File: src/rtl/store_write_buffer.sv
// Posted-store write buffer between the CPU load/store path and a single-port data memory.
// Stores drain in order when the port is idle; loads bypass the buffer and forward the youngest match.
module store_write_buffer #(
    parameter  int unsigned DEPTH  = 4,
    parameter  int unsigned DATA_W = 32,
    localparam int unsigned PTR_W  = $clog2(DEPTH),
    localparam int unsigned CNT_W  = $clog2(DEPTH) + 1
) (
    input  logic              clk,
    input  logic              reset,
    input  logic              cpu_mem_read,
    input  logic              cpu_mem_write,
    input  logic [31:0]       cpu_address,
    input  logic [DATA_W-1:0] cpu_write_data,
    output logic [DATA_W-1:0] cpu_read_data,
    output logic              stall,
    output logic              MemRead,
    output logic              MemWrite,
    output logic [31:0]       address,
    output logic [DATA_W-1:0] writeData,
    input  logic [DATA_W-1:0] readData,
    output logic [CNT_W-1:0]  count,
    output logic              empty
);

    logic [29:0]       idx_q  [DEPTH];
    logic [DATA_W-1:0] data_q [DEPTH];

    logic [PTR_W-1:0] wr_ptr_q, wr_ptr_d;
    logic [PTR_W-1:0] rd_ptr_q, rd_ptr_d;
    logic [CNT_W-1:0] count_q,  count_d;

    logic full;
    logic is_empty;
    logic do_load;
    logic do_enq;
    logic do_drain;

    logic              fwd_hit;
    logic [DATA_W-1:0] fwd_data;
    logic [PTR_W-1:0]  slot;

    assign full     = (count_q == CNT_W'(DEPTH));
    assign is_empty = (count_q == '0);

    // An illegal read+write is treated as a load; the store is dropped without a stall.
    assign do_load  = reset & cpu_mem_read;
    assign do_enq   = cpu_mem_write & ~cpu_mem_read & ~full;
    assign do_drain = ~is_empty & ~cpu_mem_read & (~cpu_mem_write | full);

    assign stall = reset & cpu_mem_write & ~cpu_mem_read & full;
    assign count = count_q;
    assign empty = is_empty;

    always_comb begin
        MemRead   = 1'b0;
        MemWrite  = 1'b0;
        address   = '0;
        writeData = '0;
        if (do_load) begin
            MemRead = 1'b1;
            address = cpu_address;
        end else if (do_drain) begin
            MemWrite  = 1'b1;
            address   = {idx_q[rd_ptr_q], 2'b00};
            writeData = data_q[rd_ptr_q];
        end
    end

    // Walk oldest to youngest so the last valid match wins.
    always_comb begin
        fwd_hit  = 1'b0;
        fwd_data = '0;
        slot     = '0;
        for (int i = 0; i < DEPTH; i++) begin
            slot = rd_ptr_q + PTR_W'(i);
            if ((CNT_W'(i) < count_q) && (idx_q[slot] == cpu_address[31:2])) begin
                fwd_hit  = 1'b1;
                fwd_data = data_q[slot];
            end
        end
    end

    assign cpu_read_data = fwd_hit ? fwd_data : readData;

    always_comb begin
        wr_ptr_d = wr_ptr_q;
        rd_ptr_d = rd_ptr_q;
        count_d  = count_q;
        if (do_enq) begin
            wr_ptr_d = wr_ptr_q + 1'b1;
            count_d  = count_q + 1'b1;
        end else if (do_drain) begin
            rd_ptr_d = rd_ptr_q + 1'b1;
            count_d  = count_q - 1'b1;
        end
    end

    always_ff @(posedge clk or negedge reset) begin
        if (!reset) begin
            wr_ptr_q <= '0;
            rd_ptr_q <= '0;
            count_q  <= '0;
        end else begin
            wr_ptr_q <= wr_ptr_d;
            rd_ptr_q <= rd_ptr_d;
            count_q  <= count_d;
        end
    end

    // Entry storage needs no reset; validity comes from the pointers and count.
    always_ff @(posedge clk) begin
        if (do_enq) begin
            idx_q[wr_ptr_q]  <= cpu_address[31:2];
            data_q[wr_ptr_q] <= cpu_write_data;
        end
    end

endmodule

File: config.mk
export PLATFORM = sky130hd
export DESIGN_NAME = store_write_buffer
export DESIGN_NICKNAME = d
export VERILOG_FILES = /design/src/rtl/store_write_buffer.sv
export SDC_FILE = /design/constraint.sdc
export NUM_CORES = 1
export LEC_CHECK = 0
export ABC_AREA = 1
export CAP_MARGIN = 40
export CELL_PAD_IN_SITES_DETAIL_PLACEMENT = 1
export CELL_PAD_IN_SITES_GLOBAL_PLACEMENT = 1
export CORE_UTILIZATION = 42
export CTS_CLUSTER_DIAMETER = 60
export DETAILED_ROUTE_END_ITERATION = 16
export PLACE_DENSITY = 0.86
export SYNTH_ARGS = -nofsm -noshare
export SYNTH_HDL_FRONTEND = slang
export SYNTH_SLANG_ARGS = --single-unit
File: constraint.sdc
create_clock -name clk -period 5.06 [get_ports clk]
set_input_delay 0.506 -clock clk [delete_from_list [all_inputs] [get_ports clk]]
set_output_delay 0.506 -clock clk [all_outputs]
set_load 0.01 [all_outputs]
==> results.sh <==
export IMPL_fin_util=0.5086
export IMPL_pin_count=203
export IMPL_drt_initial_drc_count=1578
export IMPL_p_per_area_mw_per_mm2=586.9
export IMPL_end_kind="output port"
export IMPL_multi_input_area_mm2=0.01001
export IMPL_setup_slack_ps=127.4
export IMPL_gp_congestion=1.012
export IMPL_rr_worst_depth=6
export IMPL_cts_buffers=34
export IMPL_path_clk_slew_ps=60
export IMPL_synthToLayoutAreaGrowth_pct=19.40
export IMPL_die_area_mm2=0.04689
export IMPL_netlist_instances=2935
export IMPL_dp_cells=3625
export IMPL_yosysSeqAreaShare=0.3943
export IMPL_post_cts_setup_buffers=0
export IMPL_fillers=5864
export IMPL_syn_nets=3043
export IMPL_cap_violations=0
export IMPL_ctsHoldBuffers=0
export IMPL_setup_tns_ps=0
export IMPL_row_count=78
export IMPL_cpMostUsedCell="nand2_1"
export IMPL_coreArea_mm2=0.04538
export IMPL_r2r_start="count[0]"
export IMPL_p_leak_nw=10.90
export IMPL_ant_nets=0
export IMPL_portBuffers=202
export IMPL_drive_above_1_share=0.03788
export IMPL_antenna_found_initial=5
export IMPL_arrival_ps=4430
export IMPL_stdcell_count=3694
export IMPL_grt_pass1_vias=21960
export IMPL_synth_cell_type_count=31
export IMPL_cp_top_family="simple AND/OR/NAND/NOR gates"
export IMPL_detailedPlace_worstSlack_ps=652.5
export IMPL_start_kind="flip-flop"
export IMPL_register_area_mm2=0.007627
export IMPL_crit_buf_inv=5
export IMPL_grt_max_degree=132
export IMPL_tightest_slew_ps=757.7
export IMPL_worstPathMaxFanout=60
export IMPL_num_vias=20950
export IMPL_fmaxAchievable_ghz=0.2027
export IMPL_synth_area_mm2=0.01933
export IMPL_power_mw=13.55
export IMPL_post_route_drc_count=0
export IMPL_yosys_warnings=0
export IMPL_setup_viol=0
export IMPL_firstDrtPassIters=5
export IMPL_clock_latency_ps=550
export IMPL_die_y_um=216.5
export IMPL_rr_endpoint="data_q[2][23]"
export IMPL_routed_wl_mm=77.85
export IMPL_die_x_um=216.5
export IMPL_fin_hold_ws_ps=324.7
export IMPL_wl_per_cell_um=21.07
export IMPL_finClkSkew_ps=17.21
export IMPL_start_util=0.4260
export IMPL_cts_sinks=255
export IMPL_rsz0062_at_grt="no"
export IMPL_overflow=0
export IMPL_syn_avg_cell_area_um2=6.586
export IMPL_criticalPathCategory="reg -> out"
export IMPL_status="finished clean"
export IMPL_num_nets_final=3172
export IMPL_synth_area_leaders="edfxtp_1 (39%), nand2_1 (27%), nand3_1 (8.7%), o21ai_0 (5.4%), inv_1 (5.2%)"
export IMPL_ir_drop_v=0.0005001
export IMPL_period_share=0.9748
export IMPL_ys_ff_latch=255
export IMPL_grt_usage=0.3286
export IMPL_path_cells="inv_6, buf_8, nand2_1, nand3_1, nand2_1, nand2_1, nand2_1, nor2_1, nand2_1, nor2_1, nand3_1, nor2_2, buf_4, nand2_1, nand2_1, inv_1, nand2_1, nand2_1, clkdlybuf4s50_1"
export IMPL_critPathSlowestCell="dfrtp_4"
export IMPL_drv_slew=0
export IMPL_yosys_area_top_type_share=0.3852
export IMPL_crit_required_ps=4550
export IMPL_place_area_mm2=0.02185
export IMPL_clock_path_buffers=3
export IMPL_cts_tree="yes"
export IMPL_fin_area_mm2=0.02308
export IMPL_grt_pass1_wl_mm=120.4
export IMPL_worstHoldPathType="in -> async"
export IMPL_hold_viol_final=0
export IMPL_finalCriticalPeriod_ps=4933
export IMPL_r2r_setup_slack_ps=2310
export IMPL_slew_headroom=0.4937
export IMPL_viasPerCell=5.671
export IMPL_cpPeakStageDelay_ps=570
export IMPL_cts_htree_levels=2
export IMPL_synth_top_area_cell="edfxtp_1"
export IMPL_place_hpwl_mm=54.47
export IMPL_cts_root_buffer="clkbuf_16"
==> placed cells by master, fill, tap and decap left out, types with 26 or more instances in the layout <==
| master | instances |
|---|---|
| o22ai_1 | 30 |
| clkbuf_16 | 37 |
| nand3_1 | 335 |
| nor2_1 | 130 |
| nand2_1 | 1377 |
| mux2i_1 | 64 |
| nand4_1 | 56 |
| buf_4 | 26 |
| o21ai_0 | 209 |
| edfxtp_1 | 248 |
| clkdlybuf4s50_1 | 202 |
| inv_1 | 270 |
==> routing by layer <==
layer | vias up | global-route usage | part of all wire
li1 | 9773 | - | -
met1 | 10160 | 0.4155 | 0.42
met2 | 820 | 0.5478 | 0.47
met3 | 193 | 0.06189 | 0.075
met4 | 4 | 0.1385 | 0.037
met5 | - | 0 | 0.00030
==> cell type report <==
| cell class | instances | area share |
|---|---|---|
| tap | 600 | 0.03252 |
| multi-input combinational | 2254 | 0.4335 |
| antenna | 5 | 0.0005421 |
| clock buffer | 39 | 0.03860 |
| timing repair buffer | 244 | 0.1105 |
| inverter | 275 | 0.04515 |
| sequential | 255 | 0.3304 |
| clock inverter | 22 | 0.008727 |
==> worst register-to-register path, delay by kind of cell (launching register included) <==
kind | cells | cell delay [ps]
adders and majority gates | 1 | 270
buffers and inverters | 2 | 650
DFF | 1 | 450
and+or+nand+nor | 3 | 1000
==> cells by family after synthesis <==
kind of cell / after synthesis / synth area share
DFF: 255 / 0.3943
AOI/OAI and AO/OA: 248 / 0.06654
adders and majority gates: 8 / 0.005178
xor gates and xnor gates: 4 / 0.001812
buffers and inverters: 427 / 0.09301
muxes: 64 / 0.03314
and+or+nand+nor: 1929 / 0.4060
==> sequential cells by signal (all words and copies together), names as in the netlist <==
name / count
count: 3
data_q: 128
idx_q: 120
rd_ptr_q: 2
wr_ptr_q: 2
==> power breakdown <==
group | switching [mW] | internal (mW)
logic | 5.89 | 2.54
registers | 0.150 | 2.58
clock network | 0.998 | 1.38
total | 7.04 | 6.51
==> worst max path at each step <==
stage	depth (start not counted)	start	end	slack [ps]
final	19	rd_ptr_q[0]	cpu_read_data[15]	130
after global routing	21	rd_ptr_q[0]	cpu_read_data[27]	20
after CTS	18	rd_ptr_q[0]	cpu_read_data[30]	90
after detailed placement	18	rd_ptr_q[0]	cpu_read_data[30]	650
after global placement	18	rd_ptr_q[0]	cpu_read_data[29]	770
after floorplan	5	count[0]	data_q[0][0]	940
==> synth_stat cells, drive strengths merged <==
cell,instances
and2,4
o22ai,30
nor2,141
nand3b,3
xor2,4
nand2,1380
nand4,56
edfxtp,248
o21ai,212
nor3,6
or2,1
buf,92
a21oi,3
o211ai,2
dfrtp,7
clkbuf,60
mux2i,64
clkinv,1
ha,8
a21boi,1
inv,274
nand3,335
and3,3
==> what timing repair did <==
action | in CTS | in global routing
setup endpoints to repair | 3 | 32
gates resized for setup | 1 | 14
pin swaps | 0 | 1
cloned | 0 | 3
endpoints found under the hold margin | 0 | 0
No activity file was read; power rests on OpenSTA's default activity.
==> patch (same settings) <==
Change the parameter `DATA_W` from 32 to 36.
--- a/src/rtl/store_write_buffer.sv
+++ b/src/rtl/store_write_buffer.sv
@@ -3,5 +3,5 @@
 module store_write_buffer #(
     parameter  int unsigned DEPTH  = 4,
-    parameter  int unsigned DATA_W = 32,
+    parameter  int unsigned DATA_W = 36,
     localparam int unsigned PTR_W  = $clog2(DEPTH),
     localparam int unsigned CNT_W  = $clog2(DEPTH) + 1
Ports: changed (resized cpu_read_data, cpu_write_data, readData and writeData); port bits go from 203 to 219. The function was not compared with the original's and may differ.
==> patch against the unedited design <==
Area after synthesis down 1.6%. Wire length down 7.6%. Synthesized cell count down 8.0%. Largest power group unchanged. Non-clock buffer count up 21. Sequential cell count up 16. Highest routed layer unchanged. Setup slack better by 0.084 ns. Final area down 1.2%. Final cell count down 6.1%. Power down 3.2%.
==> patch: results (changes against the unedited design) <==
status: completed (unchanged)
GP Congestion: 0.907 (was 1.01)
slew margin rel.: 46.0% (was 49.4%)
Leak: 10.2 nW (was 10.9 nW)
Placed Cells incl. Taps: 3401 (was 3625)
initial antenna violation count: 4 (was 5)
critical path fanouts, max: 37 (was 60)
Worst-Skew Late Latency: 0.53 ns (was 0.55 ns)
routed wire length: 71.9 mm (was 77.8 mm)
CTS Buf Count: 35 (was 34)
post-DP HPWL: 48.4 mm (was 54.5 mm)
hold slack: 0.347 ns (was 0.325 ns)
max reg flops: 144 (was 128)
Synth area leaders: edfxtp_1 (42%), nand2_1 (24%), nand3_1 (8.7%) (was edfxtp_1 (39%), nand2_1 (27%), nand3_1 (8.7%))
cells after synthesis: 2700 (was 2935)
pin count of the biggest net entering global routing: 141 (was 132)
first-pass GRT wire length: 111 mm (was 120 mm)
end of the critical path: cpu_read_data[12] (was cpu_read_data[15])
number of synthesized flops with an enable pin: 264 (was 248)
reg2reg end: data_q[0][15] (was data_q[2][23])
r2r setup slk: 2.27 ns (was 2.31 ns)
maximum vdd ir drop: 0.000375 V (was 0.000500 V)
Post-synth ARST share: 2.58% (was 2.75%)
share of layout cells above drive strength 1: 4.11% (was 3.79%)
Net count, final: 2964 (was 3172)
post-synthesis compound-gate area fraction: 7.51% (was 6.65%)
CP Data Arrival Time: 4.34 ns (was 4.43 ns)
highest clock rate: 206 MHz (was 203 MHz)
gr usage total: 30.5% (was 32.9%)
placed cell areas: 21600 sq um (was 21900 sq um)
internal power: 6.65 mW (was 6.51 mW)
post-synth net total: 2816 (was 3043)
Synth Area in Adders: 0.526% (was 0.518%)
sequential-to-total area share from yosys stat: 42.6% (was 39.4%)
Synth Area in XOR/XNOR: 0.184% (was 0.181%)
count of cell types in the netlist: 30 (was 31)
Post-synth top cells: nand2_1 (1227), nand3_1 (332), edfxtp_1 (264), o21ai_0 (213), inv_1 (185) (was nand2_1 (1379), nand3_1 (335), inv_1 (270), edfxtp_1 (248), o21ai_0 (209))
patch: cell types whose count changed in the layout (fill, tap and decap cells not counted), moves of 5 or more:
cell and delta:
buf_4 +6, clkdlybuf4s50_1 +16, clkinv_1 +5, edfxtp_1 +16, inv_1 -85, mux2i_1 +8, nand2_1 -150, nand4_1 -7
nor2_1 -31, nor2_2 -6, nor3_1 -5, o21ai_1 +26
patch: power by group through the flow:
stage               clock network, mW  logic (mW)  registers, mW
CTS                              2.48        7.58           2.88
detailed placement                  0        7.49           2.92
finish                           2.44        7.77           2.89
global route                     2.55        8.54           2.92
global placement                    0        7.15           2.90
floorplan                           0        5.16           2.89
patch: area by class of cell:
type / count / area [sq um]
Tap cell: 592 / 741
Multi-Input combinational cell: 2083 / 9400
Antenna cell: 3 / 7.51
Inverter: 192 / 741
Clock buffer: 38 / 930
Sequential cell: 271 / 8110
Clock inverter: 23 / 190
Timing Repair Buffer: 265 / 2700
Fill cell: 5600 / 21600
patch: layer usage:
metal	up-vias	share of wire, %	global-route usage, %
met3	183	6.8	4.90
met1	9568	40	36.5
met2	736	49	52.8
met4	2	4.6	15.9
li1	9211	-	-
met5	-	0.018	0
patch: repair_timing:
item | 4_1_cts | 5_1_grt
gates cloned | 0 | 2
gates resized for setup | 2 | 17
endpoints found under the setup margin | 4 | 36
setup buffers | 0 | 0
patch: worst max-delay path, stage by stage (launching register included):
cell	delay (ns)
dfrtp_4	0.57
inv_4	0.21
nand2_1	0.17
nand2_8	0.24
buf_12	0.21
nand2_1	0.09
nand2_1	0.08
nand2_1	0.08
nand4_1	0.22
nor2_1	0.07
nand2_1	0.06
nor2_1	0.04
nand2_1	0.23
buf_8	0.32
nand2_2	0.14
inv_8	0.22
nand2_1	0.10
nand2_1	0.13
clkdlybuf4s50_1	0.55
